==> src/rtl/rdyack_fifo.sv <==
`default_nettype none
// ============================================================================
// Module   : rdyack_fifo
// Purpose  : Parametrised synchronous FIFO with rdy/ack handshakes on both
//            sides, first-word fall-through read data, occupancy count,
//            almost-full / almost-empty flags and a synchronous flush.
//            Depth NDATA may be any value >= 2 (power of two not required).
// Ports    : i_clk       clock
//            i_rstn      asynchronous active-low reset
//            i_flush     synchronous clear of all contents
//            src_rdy     source offers a word
//            src_ack     source word accepted this cycle
//            i_src_data  source data
//            dst_rdy     head word valid
//            dst_ack     sink consumes head this cycle
//            o_dst_data  head data (don't-care while dst_rdy = 0)
//            o_count     occupancy 0..NDATA
//            o_afull     count >= AFULL_TH
//            o_aempty    count <= AEMPTY_TH
// Revision : 1.0 - initial release
// ============================================================================
module rdyack_fifo #(
    parameter int BW        = 8,
    parameter int NDATA     = 4,
    parameter int AFULL_TH  = 3,
    parameter int AEMPTY_TH = 1,
    parameter int CW        = $clog2(NDATA + 1)
) (
    input  logic          i_clk,
    input  logic          i_rstn,
    input  logic          i_flush,
    input  logic          src_rdy,
    output logic          src_ack,
    input  logic [BW-1:0] i_src_data,
    output logic          dst_rdy,
    input  logic          dst_ack,
    output logic [BW-1:0] o_dst_data,
    output logic [CW-1:0] o_count,
    output logic          o_afull,
    output logic          o_aempty
);

    localparam int              c_PW   = $clog2(NDATA);
    localparam logic [c_PW-1:0] c_LAST = c_PW'(NDATA - 1);
    localparam logic [CW-1:0]   c_FULL = CW'(NDATA);

    logic [BW-1:0]   r_mem [NDATA];
    logic [c_PW-1:0] r_wptr;
    logic [c_PW-1:0] r_rptr;
    logic [CW-1:0]   r_count;

    logic w_full;
    logic w_empty;
    logic w_wr;
    logic w_rd;

    // Accept/valid are functions of registered state only: src_ack never
    // looks at dst_ack, so a full FIFO cannot accept in the cycle it pops.
    assign w_full  = (r_count == c_FULL);
    assign w_empty = (r_count == '0);
    assign w_wr    = src_rdy && !w_full && !i_flush;
    // A pop during flush is discarded; the flush clears everything anyway.
    assign w_rd    = dst_ack && !w_empty && !i_flush;

    assign src_ack    = w_wr;
    assign dst_rdy    = !w_empty;
    assign o_dst_data = r_mem[r_rptr];
    assign o_count    = r_count;
    assign o_afull    = (r_count >= CW'(AFULL_TH));
    assign o_aempty   = (r_count <= CW'(AEMPTY_TH));

    // Storage is intentionally not reset.
    always_ff @(posedge i_clk) begin
        if (w_wr) begin
            r_mem[r_wptr] <= i_src_data;
        end
    end

    // Explicit wrap compare keeps the pointers correct for non-power-of-two
    // depths.
    always_ff @(posedge i_clk or negedge i_rstn) begin
        if (!i_rstn) begin
            r_wptr <= '0;
            r_rptr <= '0;
        end else if (i_flush) begin
            r_wptr <= '0;
            r_rptr <= '0;
        end else begin
            if (w_wr) begin
                r_wptr <= (r_wptr == c_LAST) ? '0 : r_wptr + c_PW'(1);
            end
            if (w_rd) begin
                r_rptr <= (r_rptr == c_LAST) ? '0 : r_rptr + c_PW'(1);
            end
        end
    end

    always_ff @(posedge i_clk or negedge i_rstn) begin
        if (!i_rstn) begin
            r_count <= '0;
        end else if (i_flush) begin
            r_count <= '0;
        end else begin
            case ({w_wr, w_rd})
                2'b10:   r_count <= r_count + CW'(1);
                2'b01:   r_count <= r_count - CW'(1);
                default: r_count <= r_count;
            endcase
        end
    end

`ifndef SYNTHESIS
    generate
        if (NDATA < 2) begin : g_ndata_check
            $error("rdyack_fifo: NDATA must be >= 2");
        end
    endgenerate

    a_count_max : assert property (@(posedge i_clk) disable iff (!i_rstn)
        r_count <= c_FULL);
    a_no_ack_full : assert property (@(posedge i_clk) disable iff (!i_rstn)
        w_full |-> !src_ack);
    a_no_rd_empty : assert property (@(posedge i_clk) disable iff (!i_rstn)
        w_rd |-> !w_empty);
`endif

endmodule
`default_nettype wire

==> config.mk <==
export PLATFORM = sky130hd
export DESIGN_NAME = rdyack_fifo
export DESIGN_NICKNAME = d
export VERILOG_FILES = /design/src/rtl/rdyack_fifo.sv
export SDC_FILE = /design/constraint.sdc
export NUM_CORES = 1
export LEC_CHECK = 0
export CAP_MARGIN = 25
export CORE_UTILIZATION = 52
export CTS_CLUSTER_SIZE = 16
export DETAILED_ROUTE_END_ITERATION = 16
export GPL_ROUTABILITY_DRIVEN = 1
export GPL_TIMING_DRIVEN = 0
export PLACE_DENSITY = 0.78
export SYNTH_ARGS = -nofsm -noshare
export SYNTH_HDL_FRONTEND = slang
export SYNTH_SLANG_ARGS = --single-unit
==> constraint.sdc <==
create_clock -name i_clk -period 2 [get_ports i_clk]
set_input_delay 0.3 -clock i_clk [delete_from_list [all_inputs] [get_ports i_clk]]
set_output_delay 0.3 -clock i_clk [all_outputs]
set_load 0.01 [all_outputs]
==> reports/qor.yml <==
path_clk_slew_ns: 0.11
final_common_cell: "edfxtp_1"
synth_top_area_share_pct: 56.3
drc: 0
net-switching-power_mw: 0.844
power_density_nw_per_um2: 1280
cp_data_arrival_time_ns: 1.59
worst_slew_pin_slew_ns: 0.418
finalWirelength_mm: 2.99
ys_seq_area_share_pct: 66.6
relSlewSlack_pct: 72.1
stdcell_count: 186
max_freq_ghz: 0.529
crit_start: "r_rptr[0]$_DFFE_PN0P_"
drtAntennaViolNets: 0
via_per_inst: 5.35
clkPwrFrac_pct: 19.5
drt_iter0_drc: 21
hold_ws_ns: 0.210
die_w_um: 59.3
core_um2: 3080
crit_path_start_kind: "flip-flop"
met2_wirelength_mm: 1.64
avgSynthCellArea_um2: 16.4
globalplace.congestion: 0.809
syn2layout_area_growth_pct: 26.2
clkLatencyLatePin_ns: 0.34
cts_num_sinks: 39
design_area_um2: 2150
antenna_found_initial: 0
topRoutingLayerUsed: "met4"
yosys_warnings: 0
maxSlewViolCount: 0
synthTopCellsByArea: "edfxtp_1 56%, mux4_2 11%, dfrtp_1 10%"
final_cell_mix: "32 x edfxtp_1, 14 x clkdlybuf4s50_1, 9 x buf_2, 8 x mux4_2, 8 x ha_1"
endpoint_kind: "primary output"
die_y_um: 59.3
utilization_pct: 70.0
multi_input_area_um2: 556
ys_types: 25
grt_overflow: 0
cts_buffers: 5
worstSetupPathType: "flip-flop to primary output"
tritoncts: "yes"
htree_levels: 2
synth_cells: 104
wl_per_cell_um: 16.0
row_count: 20
grt_max_degree: 13
layout_setup_ws_ns: 0.110
port_buffers: 26
start_util_pct: 55.4
sw_frac_of_total_pct: 30.5
hold_violations: 0
ys_seq_elements: 39
reg2reg_from: "o_count[1]$_DFFE_PN0P_"
dpl_worst_slack_ns: -0.240
path_max_fanout: 4
min_path_type: "primary input to async pin"
yosys.area.top_type: "edfxtp_1"
grt_pass1_vias: 1036
rsz0062_at_grt: "false"
ir_drop_v: 0.000743
outcome: "finished, final reports clean"
finalClockSkew_ns: 0.00637
post_dp_cell_area_um2: 2030
post-route-min-period_ns: 1.89
grt_use_total_pct: 20.2
regArea_um2: 1140
synth_area_um2: 1710
vias: 996
fin_nets: 163
cts_root_buffer: "clkbuf_4"
leakage_nw: 0.814
grt_pass1_wl_mm: 4.79
dp.cells: 174
setup_viol: 0
p_seq_share_pct: 37.6
dr.pass1.iters: 4
io_pins: 28
power_frac_comb_pct: 43.0
fillers: 210
die_area_um2: 3520
dr_wl_met3_um: 108
wl_met1_mm: 1.20
maxCapViolations: 0
diodes: 0
synth_fp_nets: 126
internal_power_mw: 1.92
cp.required_ns: 1.70
drive_gt1_share_pct: 31.7
clockBufferDepth: 2
finalCritPeriodShare_pct: 94.5
worst max-delay path, stage by stage (launching register included):
cell and delay (ns):
dfrtp_1 0.37, bufbuf_16 0.26, mux4_2 0.48, buf_2 0.15
final timing paths:
kind,end,slack (ns),cells after the start
max in group asynchronous,o_count[1]$_DFFE_PN0P_,1.55,1
setup reg to reg,r_mem[2][4]$_DFFE_PP_,0.30,5
min in group i_clk,o_count[2]$_DFFE_PN0P_,0.24,2
hold / removal,o_count[2]$_DFFE_PN0P_,0.21,1
hold reg to reg,r_wptr[1]$_DFFE_PN0P_,0.61,2
setup / recovery,o_dst_data[1],0.11,3
cell usage after synthesis (all sizes together):
master,n
nand3,2
a311oi,1
a31oi,2
nand2b,1
o21ai,3
inv,7
nand2,3
nor2,7
mux4,8
edfxtp,32
xnor2,1
xor2,2
clkbuf,1
a21boi,1
o221a,1
nor3,2
dfrtp,7
ha,9
mux2,1
and2,4
a21oi,5
buf,2
or3,1
a21bo,1
layout make-up:
| class | count | area share [%] |
|---|---|---|
| inverter | 7 | 1.22 |
| buffer | 2 | 0.930 |
| clock buffer | 6 | 2.38 |
| clock inverter | 2 | 1.63 |
| timing repair buffer | 31 | 12.7 |
| sequential | 39 | 52.8 |
| multi-input combinational | 55 | 25.8 |
| tap | 44 | 2.56 |
timing repair:
item                       in CTS  in global routing
hold buffers                    0                  0
gates resized for setup        43                  5
setup endpoints to repair      44                  5
setup buffers                   4                  0
cloned                          1                  0
hold endpoints to repair        0                  0
power by group through the flow:
stage / registers [mW] / clock network (mW) / logic (mW)
4_1_cts: 1.04 / 0.554 / 1.22
3_5_place_dp: 1.05 / 0 / 1.09
6_report: 1.04 / 0.538 / 1.19
2_1_floorplan: 1.05 / 0 / 0.645
5_1_grt: 1.05 / 0.586 / 1.29
3_3_place_gp: 1.05 / 0 / 1.07
through the flow:
stage | TNS, ns | power (mW)
4_1_cts | 0 | 2.81
2_1_floorplan | 0 | 1.70
3_3_place_gp | -0.223 | 2.12
6_report | 0 | 2.77
3_5_place_dp | -0.659 | 2.14
5_1_grt | 0 | 2.93
layer usage:
metal  GRT usage (%)  vias to the layer above
met4            7.82                        0
li1                -                      467
met5               0                        -
met3            6.55                        8
met2            35.2                       17
met1            23.0                      504
cell families after synthesis:
logic type	share of synthesized area, %
buffers and inverters	2.35
adder cells (fa/ha/maj)	6.60
AO/OA/AOI/OAI	5.28
AND/OR/NAND/NOR	6.45
flip-flops	66.6
XOR/XNOR	1.54
multiplexers	11.2
state kept, by name, indices dropped and copies added, names as in the netlist:
| register | flops |
|---|---|
| r_mem | 32 |
| o_count | 3 |
| r_rptr | 2 |
| r_wptr | 2 |
Note: power is estimated with default switching activity, not from simulation.
